$ cat src/rtl/xsz_pkg.sv
// Shared definitions for the wide-to-narrow split controller.
package xsz_pkg;

    typedef enum logic {
        ST_IDLE = 1'b0,
        ST_SEND = 1'b1
    } xsz_state_t;

    // Bits needed to index n lanes (at least one).
    function automatic int lane_w(input int n);
        return (n > 1) ? $clog2(n) : 1;
    endfunction

endpackage

$ cat src/rtl/xsz_lane_find.sv
// Finds the lowest lane at or above a start lane whose byte strobes are not all zero.
module xsz_lane_find #(
    parameter int N  = 4,
    parameter int SW = 4,
    parameter int LW = 2
) (
    input  logic [N*SW-1:0] strb,
    input  logic [LW:0]     start,
    output logic [LW-1:0]   next,
    output logic            found,
    output logic            is_last
);

    localparam int SLW = LW + 1;

    // Scan upward: the first hit is the next lane, any later hit means it is not the last one.
    always_comb begin
        next    = '0;
        found   = 1'b0;
        is_last = 1'b1;
        for (int i = 0; i < N; i++) begin
            if ((|strb[i*SW +: SW]) && (SLW'(i) >= start)) begin
                if (found) begin
                    is_last = 1'b0;
                end else begin
                    found = 1'b1;
                    next  = LW'(i);
                end
            end
        end
    end

endmodule

$ cat src/rtl/xsz_split_ctrl.sv
// Splits one wide write beat into narrow beats, one per lane with active strobes,
// starting at the lane addressed by the wide beat.
module xsz_split_ctrl
    import xsz_pkg::*;
#(
    parameter int A  = 19,
    parameter int DI = 128,
    parameter int DO = 32
) (
    input  logic            clk,
    input  logic            rst,
    input  logic            vld_s,
    output logic            rdy_s,
    input  logic [A-1:0]    adr_s,
    input  logic [DI-1:0]   dat_s,
    input  logic [DI/8-1:0] strb_s,
    output logic            vld_m,
    input  logic            rdy_m,
    output logic [A-1:0]    adr_m,
    output logic [DO-1:0]   dat_m,
    output logic [DO/8-1:0] strb_m,
    output logic            last_m
);

    localparam int N    = DI / DO;
    localparam int SW   = DO / 8;
    localparam int LIDX = $clog2(SW);
    localparam int HIDX = $clog2(DI / 8) - 1;
    localparam int LW   = lane_w(N);
    localparam logic [A-1:0] BLK_MASK = ~A'((DI / 8) - 1);

    xsz_state_t      state;
    logic [LW-1:0]   lane;
    logic [A-1:0]    adr_q;
    logic [DI-1:0]   dat_q;
    logic [DI/8-1:0] strb_q;

    logic [LW:0]     cap_start;
    logic [LW-1:0]   cap_next;
    logic            cap_found;
    logic            unused_cap_last;

    logic [LW:0]     run_start;
    logic [LW-1:0]   run_next;
    logic            run_found;
    logic            unused_run_last;

    logic            busy;
    logic            last_int;
    logic            take_s;
    logic [A-1:0]    adr_aln;

    assign cap_start = {1'b0, adr_s[HIDX:LIDX]};
    assign run_start = {1'b0, lane} + {{LW{1'b0}}, 1'b1};

    // First lane to issue for the incoming wide beat.
    xsz_lane_find #(.N(N), .SW(SW), .LW(LW)) u_find_cap (
        .strb    (strb_s),
        .start   (cap_start),
        .next    (cap_next),
        .found   (cap_found),
        .is_last (unused_cap_last)
    );

    // Following lane for the captured beat; none found means the current beat is the last.
    xsz_lane_find #(.N(N), .SW(SW), .LW(LW)) u_find_run (
        .strb    (strb_q),
        .start   (run_start),
        .next    (run_next),
        .found   (run_found),
        .is_last (unused_run_last)
    );

    assign busy     = (state == ST_SEND);
    assign last_int = ~run_found;
    assign take_s   = rdy_s & vld_s;
    assign adr_aln  = (adr_q & BLK_MASK) | (A'(lane) << LIDX);

    // Control FSM: capture a wide beat, walk its non-empty lanes, chain the next beat on the last handshake.
    always_ff @(posedge clk) begin
        if (rst) begin
            state  <= ST_IDLE;
            lane   <= '0;
            adr_q  <= '0;
            dat_q  <= '0;
            strb_q <= '0;
        end else if (take_s) begin
            adr_q  <= adr_s;
            dat_q  <= dat_s;
            strb_q <= strb_s;
            // An all-zero beat still issues one empty beat at its start lane.
            lane   <= cap_found ? cap_next : adr_s[HIDX:LIDX];
            state  <= ST_SEND;
        end else if (busy && rdy_m) begin
            if (last_int) begin
                state <= ST_IDLE;
            end else begin
                lane <= run_next;
            end
        end
    end

    // Master-side beat decoded from the captured beat and lane; the start lane keeps the original byte offset.
    always_comb begin
        rdy_s  = 1'b0;
        vld_m  = 1'b0;
        last_m = 1'b0;
        adr_m  = '0;
        dat_m  = '0;
        strb_m = '0;
        if (!rst) begin
            rdy_s = ~busy | (rdy_m & last_int);
            if (busy) begin
                vld_m  = 1'b1;
                last_m = last_int;
                adr_m  = (lane == adr_q[HIDX:LIDX]) ? adr_q : adr_aln;
                dat_m  = dat_q[lane*DO +: DO];
                strb_m = strb_q[lane*SW +: SW];
            end
        end
    end

endmodule

$ cat config.mk
export PLATFORM = sky130hd
export DESIGN_NAME = xsz_split_ctrl
export DESIGN_NICKNAME = d
export VERILOG_FILES = /design/src/rtl/xsz_pkg.sv /design/src/rtl/xsz_lane_find.sv /design/src/rtl/xsz_split_ctrl.sv
export SDC_FILE = /design/constraint.sdc
export NUM_CORES = 1
export LEC_CHECK = 0
export BUFFER_PORTS_ARGS = -buffer_cell sky130_fd_sc_hd__buf_2
export CAP_MARGIN = 20
export CORE_MARGIN = 4
export CORE_UTILIZATION = 45
export CTS_CLUSTER_SIZE = 8
export DETAILED_ROUTE_END_ITERATION = 8
export PLACE_DENSITY = 0.72
export RECOVER_POWER = 50
export SYNTH_ARGS = -nofsm -noshare
export SYNTH_HDL_FRONTEND = slang
export SYNTH_SLANG_ARGS = --single-unit
$ cat constraint.sdc
create_clock -name clk -period 6.1 [get_ports clk]
set_input_delay 0.305 -clock clk [delete_from_list [all_inputs] [get_ports clk]]
set_output_delay 0.305 -clock clk [all_outputs]
set_load 0.05 [all_outputs]
# == Word level (Yosys, flattened, before mapping) ==
# Cells that the tools add are included.
# classes
n_addsub,1
multipliers,0
div_mod_pow,0
order_cmp,8
n_eq_ne,2
shift,2
muxes,39
bitwise,6
reduce_logical,21
# ops
op,n
$shiftx 128x8->32,1
$mux 32,2
$mux 19,3
$reduce_or 4->1,8
$mux 2,14
$or 19x4->19,1
$mux 1,18
$shiftx 16x5->4,1
$logic_and 1x1->1,9
$mux 4,2
$ge 1x3->1 const A,2
$ge 2x3->1 const A,2
$ge 1x2->1 const A,2
$ge 2x2->1 const A,2
$reduce_and 2->1,2
$reduce_bool 2->1,2
$add 2x1->3 const B,1
$and 1x1->1,2
$eq 2x2->1,1
$ne 2x1->1 const B,1
$not 1->1,2
$or 1x1->1,1
# word_totals
ff_bits,166
latchBits,0
ram_bits,0
romBits,0
input_bits,167
output_inout_bits,58
wordCells,84
memories,0

# == Longest topological paths before layout ==
# Gate-level depths: netlist of the first run.
# depth
depth_word,14
depth_mapped,9
mapped_depth_nobuf,5

# == Hierarchy ==
# From an unflattened synthesis of the first run, not the netlist that was laid out.
# hier_totals
hier_cells,698
hier_area_um2,8602.0
# modules_own_cells
mod,instances,cells_per_inst,area_per_inst_um2,seq_area_each_um2
xsz_split_ctrl,1,656,8336.7,3323.2
xsz_lane_find,2,21,132.6,0.0

# == Least setup slack after synthesis of the first run ==
# OpenSTA, ideal clock, no wires.
# synth_timing
path_kind,flip-flop to output port
startpoint,register lane[0]
endpoint,output dat_m[16]
arrival_ps,1944
setup_slack_ps,3851
path_stages_with_launch,6
path_buffers,3
cell_sequence,dfxtp_1 > clkbuf_1 > buf_2 > buf_2 > mux4_2 > and3_1
# synth_via
elab_chain_cells,3
# synth_lines
element,line_no,text
"start, declared",xsz_split_ctrl.sv:33,logic [LW-1:0] lane;
"start signal, assigned",xsz_split_ctrl.sv:92,lane <= cap_found ? cap_next : adr_s[HIDX:LIDX];
"start signal, assigned",xsz_split_ctrl.sv:98,lane <= run_next;
$shiftx 128x8->32,xsz_split_ctrl.sv:117,dat_m = dat_q[lane*DO +: DO];
$mux 32,xsz_split_ctrl.sv:113,if (busy) begin
$mux 32,xsz_split_ctrl.sv:111,if (!rst) begin
"end, declared",xsz_split_ctrl.sv:20,"output logic [DO-1:0] dat_m,"
# Every way passes these cells.

# == Worst setup path in the final report of the first run ==
# layout_timing
startpoint,register lane[0]
endpoint,register dat_q[44]
# layout_via
elab_chain_cells,12
word_cells_on_any_way,18
# layout_lines
element,line_no,text
$add 2x1->3 *,xsz_split_ctrl.sv:54,"assign run_start = {1'b0, lane} + {{LW{1'b0}}, 1'b1};"
$ge 1x3->1,xsz_lane_find.sv:22,if ((|strb[i*SW +: SW]) && (SLW'(i) >= start)) begin
$logic_and 1x1->1,xsz_lane_find.sv:22,
$mux 1 (3 in a row),xsz_lane_find.sv:22,
$mux 1 *,xsz_lane_find.sv:22,
$not 1->1 *,xsz_split_ctrl.sv:75,assign last_int = ~run_found;
$and 1x1->1 *,xsz_split_ctrl.sv:112,rdy_s = ~busy | (rdy_m & last_int);
$or 1x1->1 *,xsz_split_ctrl.sv:112,
$mux 1 *,xsz_split_ctrl.sv:111,
$and 1x1->1 *,xsz_split_ctrl.sv:76,assign take_s = rdy_s & vld_s;
"end signal, assigned",xsz_split_ctrl.sv:89,dat_q <= dat_s;
"end, declared",xsz_split_ctrl.sv:35,logic [DI-1:0] dat_q;
# Every way passes the cells marked *; elsewhere a longest branch is shown, timed or not.
# A chain may end at the register's enable or synchronous reset.

==> flow_summary.yaml, run 1 <==
route:
  drt-initial-drc-count: 598
  routed_via_density: 5.27
  wl_per_cell_um: 15.7
  ant_nets: 0
  route.vias.total: 6651
  drtPass1Iterations: 5
  drc_errors: 0
  routed_wl_mm: 19.8
logic_synthesis:
  ys_warn_count: 0
  avgSynthCellArea_sq_um: 8.27
  yosysSeqAreaShare_pct: 46.5
  netlist_area_sq_um: 7150
  syn_nets: 1032
  synthTopCellsByArea: "dfxtp_1 46%, nand2_1 17%, a21oi_1 11%"
  syn_inst: 865
  synth_seq_cells: 166
  ys_types: 31
  yosys.area.top_type: "dfxtp_1"
  synth_top_area_share_pct: 46.5
timing:
  hold_viol: 0
  fin_crit_sh_pct: 67.4
  max_freq_ghz: 0.243
  tightest_slew_ns: 2.53
  finClkSkew_ns: 0.00966
  rsz0062_at_grt: "false"
  final-setup-viol-count: 0
  slew_headroom_pct: -70.6
  setup_tns_ns: 0
  fin_crit_ns: 4.11
  drv_slew: 85
die:
  io_pins: 225
  fp.dieArea_sq_um: 18000
  start_util_pct: 46.5
  coreArea_sq_um: 15400
  die_w_um: 134
  rows: 45
  die_h_um: 134
run:
  cap_violations: 2
worst_setup_path:
  slowest_stage: "a41oi_1"
  cp_max_fo: 137
  crit_start: "lane[0]"
  worstPathArrival_ns: 4.45
  max_stage_delay_ns: 1.97
  crit_required_ns: 6.44
  cpMostUsedCell: "nand2_1"
  path_class: "reg2reg"
  crit_chain: "nand2_1, o2bb2a_1, a41oi_1, buf_12, nand2_1, a21oi_1"
  startpoint_type: "flop"
  cp-end-kind: "flop"
  r2r-start: "lane[0]"
final_layout:
  area_growth_pct: 24.4
  fin_nets: 1208
  final_core_util_pct: 57.9
  layout_commonest_cell: "nand2_1"
  diodes: 0
  nFillCells: 1446
  layout_common_cells: "330 x nand2_1, 207 x buf_2, 165 x dfxtp_1"
  layout.cells.non_filler: 1263
  final_cell_area_sq_um: 8900
  drive_above_1_share_pct: 26.9
clocking:
  clk_pin_slew_ns: 0.07
  clock_latency_ns: 0.42
  htree_levels: 4
  cts_root_buffer: "clkbuf_16"
  cts_tree: "built"
  cts_resized: 0
  cts_hold_buf: 0
  cts_buffer_depth: 2
  post-cts-setup-buffers: 0
  cts.sinks: 166
  cts_inserted_buffers: 17
placement:
  dpl.hpwl_mm: 13.0
  io_buffers: 224
  numPlacedInstances: 1232
  placedInstanceArea_sq_um: 8280
  gp_congestion: 0.811
outcome:
  violations: "capacitance limit, slew limit"
  status: "complete, but fails checks"
power:
  p_leak_uw: 0.00393
  peakVddDrop_uv: 188
  power_density_nw_per_um2: 324
grt:
  grt_usage_pct: 21.8
  antenna_found_initial: 1
  grt_pass1_vias: 6377
  overflow: 0
  grt_pass1_wl_mm: 31.6
  grt_max_degree: 138
worst_hold_path:
  hold_path.class: "in2reg"
  hold_start: "dat_s[5]"
## registers in the layout, summed over array words and instances (netlist names)
signal  count
adr_q      19
busy        1
dat_q     128
lane        2
strb_q     16
## layer usage
| layer | GRT usage (%) | part of all wire, % | vias up |
|---|---|---|---|
| li1 | - | - | 3265 |
| met1 | 29.2 | 44 | 3130 |
| met2 | 34.7 | 47 | 226 |
| met3 | 6.38 | 7.6 | 28 |
| met4 | 6.33 | 1.7 | 2 |
| met5 | 0 | 0.066 | - |
## cells in the mapped netlist
| library cell | count |
|---|---|
| a2111o_1 | 1 |
| a211oi_1 | 1 |
| a21oi_1 | 163 |
| a311oi_1 | 1 |
| a31oi_1 | 1 |
| a41o_1 | 1 |
| a41oi_1 | 1 |
| and2_1 | 2 |
| and3_1 | 54 |
| buf_1 | 3 |
| buf_2 | 14 |
| buf_4 | 1 |
| buf_6 | 8 |
| clkbuf_1 | 50 |
| dfxtp_1 | 166 |
| inv_1 | 4 |
| mux4_2 | 36 |
| nand2_1 | 330 |
| nand3_1 | 2 |
| nor2_1 | 8 |
| nor2b_1 | 1 |
| nor4_1 | 5 |
| o2111ai_1 | 1 |
| o211ai_1 | 1 |
| o21ai_0 | 1 |
| o22ai_1 | 2 |
| o2bb2a_4 | 1 |
| o41ai_1 | 2 |
| or2_2 | 1 |
| or4_1 | 1 |
| xor2_1 | 2 |
## cell type report
class	count	area, sq um	area share [%]
Multi-Input combinational cell	619	3450	38.8
Sequential cell	166	3320	37.4
Timing Repair Buffer	233	1200	13.5
Clock buffer	22	474	5.33
Tap cell	211	264	2.97
Clock inverter	8	171	1.93
Inverter	4	15.0	0.169
## worst max-delay path: cells and delay by family, from the launching register on
kind | cells | cell delay, ns
DFF | 1 | 0.60
buffers and inverters | 1 | 0.52
AOI/OAI and AO/OA | 3 | 2.45
and+or+nand+nor | 2 | 0.35
## path summary, 6_finish.rpt
kind                            slack (ns)        end  cells after the start
worst max-delay path                  1.99  dat_q[44]                      6
worst min-delay path                  0.11   dat_q[5]                      3
worst max register to register        1.99  dat_q[44]                      6
worst min register to register        0.45  adr_q[16]                      2
## metrics by stage
step | power [uW] | hold WS, ns | setup WS, ns
floorplan | 1590 | 0.426 | 3.85
global placement | 1720 | 0.438 | 3.05
detailed placement | 1730 | 0.443 | 2.97
CTS | 2900 | 0.0957 | 2.93
global route | 3010 | 0.103 | 1.56
finish | 2880 | 0.109 | 1.99
## report_power, final
group,leakage [uW],switching (uW),internal [uW]
logic,0.00225,286,189
registers,0.00137,54.9,1170
clock network,0.000312,421,755
## kinds of logic (layout without fill, tap and decap cells)
kind of cell              count (synthesis)  after routing  share of synthesized area (%)
muxes                                    36             36                           11.3
DFF                                     166            166                           46.5
xor gates and xnor gates                  2              2                          0.245
AOI/OAI and AO/OA                       177            177                           13.1
buffers and inverters                    80            267                           5.34
and+or+nand+nor                         404            404                           23.5
No activity file was read; power rests on OpenSTA's default activity.
==> inputs of run 2 (changes only) <==
- PLACE_DENSITY: 0.72 -> 0.75
- clock period: 6.1 -> 3.6 ns (I/O delays scaled with it)
==> run 2 against run 1 <==
Effect of this change:
- the run still ends with capacitance limit, slew limit left
- first-iteration DRC count up 2.7%
- largest cell class unchanged
- clock power up 55%
- setup slack worse by 1.4 ns
- non-clock buffer count up 138
==> flow_summary.yaml, run 2 (synthesis results as in run 1) <==
route:
  drc_errors: 0
  route.vias.total: 7443
  routed_wl_mm: 23.3
  routed_via_density: 5.30
  ant_nets: 0
  drtPass1Iterations: 5
  drt-initial-drc-count: 614
  wl_per_cell_um: 16.6
power:
  p_int_uw: 3520
  p_switching_uw: 1340
  power_frac_comb_pct: 19.2
  peakVddDrop_uv: 360
  p_sw_share_pct: 27.5
  power_density_nw_per_um2: 474
  pwr-share-seq_pct: 43.1
  clockPowerShare_pct: 37.7
  p_leak_uw: 0.00444
grt:
  grt_usage_pct: 25.5
  grt_max_degree: 98
  grt_pass1_wl_mm: 36.7
  grt_pass1_vias: 7326
  overflow: 0
  antenna_found_initial: 0
final_layout:
  top_register: "dat_q"
  nFillCells: 1184
  layout_common_cells: "330 x nand2_1, 197 x buf_2, 164 x dfxtp_1"
  area_growth_pct: 42.9
  reg.largest.list: "dat_q: 128 flops, adr_q: 19 flops, strb_q: 16 flops"
  register_area_sq_um: 3330
  layout_commonest_cell: "nand2_1"
  fin_nets: 1346
  largest_reg_flops: 128
  drive_above_1_share_pct: 23.5
  multiInputGateArea_sq_um: 3480
placement:
  dpl.hpwl_mm: 13.2
  gp_congestion: 0.822
  io_buffers: 224
worst_hold_path:
  min_path_cells: 3
  hold_path.class: "in2reg"
  hold_path_end: "dat_q[94]"
  hold_start: "dat_s[94]"
timing:
  hold_ws_ns: 0.0110
  max_freq_ghz: 0.336
  fin_crit_sh_pct: 82.7
  fin_crit_ns: 2.98
  setup_tns_ns: 0
  tightest_slew_ns: 1.63
  slew_headroom_pct: -8.41
  finClkSkew_ns: 0.00952
  rsz0062_at_grt: "false"
  final-setup-viol-count: 0
  drv_slew: 82
  hold_viol: 0
worst_setup_path:
  rrSetupSlack_ns: 0.62
  r2r-start: "busy"
  cp_max_fo: 81
  path_class: "reg2reg"
  startpoint_type: "flop"
  cp-end-kind: "flop"
  r2r-end: "dat_q[41]"
  rr_worst_depth: 5
  crit_required_ns: 3.94
  worstPathArrival_ns: 3.32
clocking:
  htree_levels: 4
  cts_root_buffer: "clkbuf_16"
  clk_pin_slew_ns: 0.06
  clock_latency_ns: 0.42
  cts_tree: "built"
  cts.sinks: 166
  cts_buffer_depth: 2
  cts_inserted_buffers: 17
die:
  start_util_pct: 46.5
  die_h_um: 134
  coreArea_sq_um: 15400
  io_pins: 225
  rows: 45
  fp.dieArea_sq_um: 18000
  die_w_um: 134
run:
  cap_violations: 1
outcome:
  status: "complete, but fails checks"
  violations: "capacitance limit, slew limit"
[run 2: cell count changes in the layout (fill, tap and decap cells not counted), sizes merged]
cell,change
clkbuf,+13
dlygate4sd3,+136
clkinv,+2
clkinvlp,+1
bufinv,-3
buf,-9
diode,+1
[run 2: power by group through the flow]
stage | Combinational [uW] | Sequential (uW) | Clock, uW
final | 930 | 2090 | 1830
after global routing | 1010 | 2110 | 1940
after floorplan | 617 | 2070 | 0
after detailed placement | 801 | 2130 | 0
after global placement | 791 | 2130 | 0
after CTS | 919 | 2090 | 1860
[run 2: worst max path at each step]
stage               slack, ns   endpoint  startpoint
global placement         1.22  dat_m[19]     lane[0]
detailed placement       1.21  dat_m[17]     lane[0]
CTS                      0.75  dat_m[17]     lane[0]
floorplan                1.48  dat_m[16]     lane[0]
finish                   0.62  dat_q[41]        busy
global route             0.41  dat_q[77]        busy
[run 2: cell type report]
| type | count | share of cell area (%) |
|---|---|---|
| Clock buffer | 24 | 4.91 |
| Inverter | 4 | 0.147 |
| Sequential cell | 166 | 32.5 |
| Tap cell | 211 | 2.58 |
| Multi-Input combinational cell | 619 | 34.0 |
| Timing Repair Buffer | 371 | 24.9 |
| Antenna cell | 1 | 0.0245 |
| Clock inverter | 8 | 0.930 |
[run 2: routing by layer]
layer  GRT usage, %  part of all wire (%)
met1           29.7                    39
met2           44.2                    51
met3           7.16                   6.9
met4           10.9                   3.3
met5              0                     0
[run 2: what timing repair did]
action,in CTS,in global routing
resized for setup,0,0
setup buffers,0,0
hold buffers,136,0
endpoints found under the hold margin,136,0
[run 2: critical path, cell delays in order, from the launching register on]
cell and delay (ns):
dfxtp_1 0.82, nor2_1 0.24, a41oi_4 0.23, clkbuf_2 1.21, nand2_1 0.14, a21oi_1 0.21
[run 2: through the flow]
step / power [uW] / worst slack [ns] / utilization [%] / cell area (sq um) / std cells
global route: 5060 / 0.415 / 66.5 / 10200 / 1403
detailed placement: 2930 / 1.21 / 54.0 / 8300 / 1235
global placement: 2920 / 1.22 / 54.0 / 8300 / 1235
floorplan: 2690 / 1.48 / - / 7150 / 865
finish: 4850 / 0.624 / 66.5 / 10200 / 1404
CTS: 4870 / 0.746 / 66.8 / 10300 / 1403
==> inputs of run 3 (changes only) <==
- clock period: 3.6 -> 2.65 ns (I/O delays scaled with it)
==> run 3 against run 2 <==
Effect of this change:
- the run now ends clean
- non-clock buffer count grew 30
- hold slack improved by 0.018 ns
- largest cell class unchanged
- clock skew increased by 0.0042 ns
- power is 35% higher
- final cell count is 2.1% higher
==> flow_summary.yaml, run 3 (synthesis results as in run 1) <==
timing:
  slew_headroom_pct: 59.9
  setup_ws_ns: 0.263
  finClkSkew_ns: 0.0137
  max_freq_ghz: 0.419
  fin_crit_sh_pct: 90.1
  fin_crit_ns: 2.39
  drv_slew: 0
  rsz0062_at_grt: "false"
  hold_viol: 0
  final-setup-viol-count: 0
  setup_tns_ns: 0
  tightest_slew_ns: 0.605
worst_hold_path:
  hold_path.class: "in2reg"
placement:
  io_buffers: 224
  pre_cts_slack_ns: 0.597
  numPlacedInstances: 1238
  dpl.hpwl_mm: 13.2
  gp_congestion: 0.799
route:
  drt-initial-drc-count: 550
  wl_per_cell_um: 16.7
  drtPass1Iterations: 5
  routed_wl_mm: 23.9
  route.vias.total: 7619
  drc_errors: 0
  routed_via_density: 5.32
  ant_nets: 0
clocking:
  cts.sinks: 166
  cts_tree: "built"
  clk_pin_slew_ns: 0.06
  cts_inserted_buffers: 17
  htree_levels: 4
  clock_latency_ns: 0.43
  cts_buffer_depth: 2
  cts_root_buffer: "clkbuf_16"
worst_setup_path:
  cp_max_fo: 6
  cp_num_buf_inv: 1
  cp-end-kind: "output pin"
  crit_chain: "or4_1, o2bb2a_1, a31oi_1, nor2_1, buf_2"
  startpoint_type: "flop"
  crit_required_ns: 2.52
  path_class: "reg2out"
  slowest_stage: "or4_1"
  max_stage_delay_ns: 0.55
  worstPathArrival_ns: 2.25
  crit_family: "simple AND/OR/NAND/NOR gates"
final_layout:
  reg.largest.list: "dat_q: 128 flops, adr_q: 19 flops, strb_q: 16 flops"
  top_register: "dat_q"
  layout_commonest_cell: "nand2_1"
  layout_common_cells: "330 x nand2_1, 208 x buf_2, 164 x dfxtp_1"
  layout.cells.non_filler: 1433
  drive_above_1_share_pct: 24.8
  area_growth_pct: 47.5
  fin_nets: 1376
  largest_reg_flops: 128
  nFillCells: 1110
power:
  peakVddDrop_uv: 461
  power_density_nw_per_um2: 620
  p_leak_uw: 0.00466
  power.total_uw: 6550
grt:
  grt_max_degree: 135
  grt_usage_pct: 26.4
  top_usage_layer: "met2"
  grt_use_met2_pct: 45.2
  grt_pass1_wl_mm: 38.3
  overflow: 0
  antenna_found_initial: 1
  grt_pass1_vias: 7905
  grt_use_met3_pct: 7.50
  grt_util_met1_pct: 30.3
run:
  cap_violations: 0
die:
  io_pins: 225
  fp.dieArea_sq_um: 18000
  start_util_pct: 46.5
  die_w_um: 134
  rows: 45
  coreArea_sq_um: 15400
  die_h_um: 134
outcome:
  status: "completed"
## run 3: worst paths after layout
| path | startpoint | cells past startpoint | slack [ns] | end |
|---|---|---|---|---|
| worst max-delay path | strb_q[12] | 5 | 0.26 | rdy_s |
| worst min-delay path | vld_s | 3 | 0.03 | busy |
| worst max register to register | strb_q[12] | 6 | 0.26 | lane[1] |
| worst min register to register | adr_q[17] | 2 | 0.45 | adr_q[17] |
## run 3: repair_timing
item,CTS,global route
setup buffers,0,0
gates resized for setup,0,0
hold buffers,163,0
endpoints found under the hold margin,163,0
## run 3: area by class of cell
cell class                 count  area, sq um  share of cell area (%)
multi-input combinational    619         3450                    32.7
sequential                   166         3330                    31.5
timing repair buffer         401         2930                    27.8
clock buffer                  21          460                    4.36
tap                          211          264                    2.50
clock inverter                 9          104                   0.984
inverter                       4         15.0                   0.142
antenna                        2         5.00                  0.0474
## run 3: power by group
group	internal [uW]	total [uW]	switching, uW
Clock	1420	2380	964
Combinational	617	1340	721
Sequential	2700	2830	126
Total	4740	6550	1810
## run 3: worst register-to-register path: stages, from the launching register on
cell,delay [ns]
dfxtp_1,0.32
or4_1,0.55
o2bb2a_1,0.37
a41oi_1,0.31
clkbuf_2,0.33
a311oi_1,0.30
a211oi_1,0.07
## run 3: stage by stage
step           instance area (sq um)  hold slack, ns  utilization (%)
2_1_floorplan                   7150           0.253                -
3_3_place_gp                    8390           0.372             54.6
3_5_place_dp                    8390           0.378             54.6
4_1_cts                        10600          0.0386             68.9
5_1_grt                        10600          0.0483             68.6
6_report                       10600          0.0291             68.7
## run 3: layer usage
layer	part of all wire (%)	wire, um	vias to the layer above
li1	-	-	3610
met1	38	9050	3545
met2	51	12100	372
met3	7.4	1760	92
met4	4.2	1020	0
met5	0	0	-
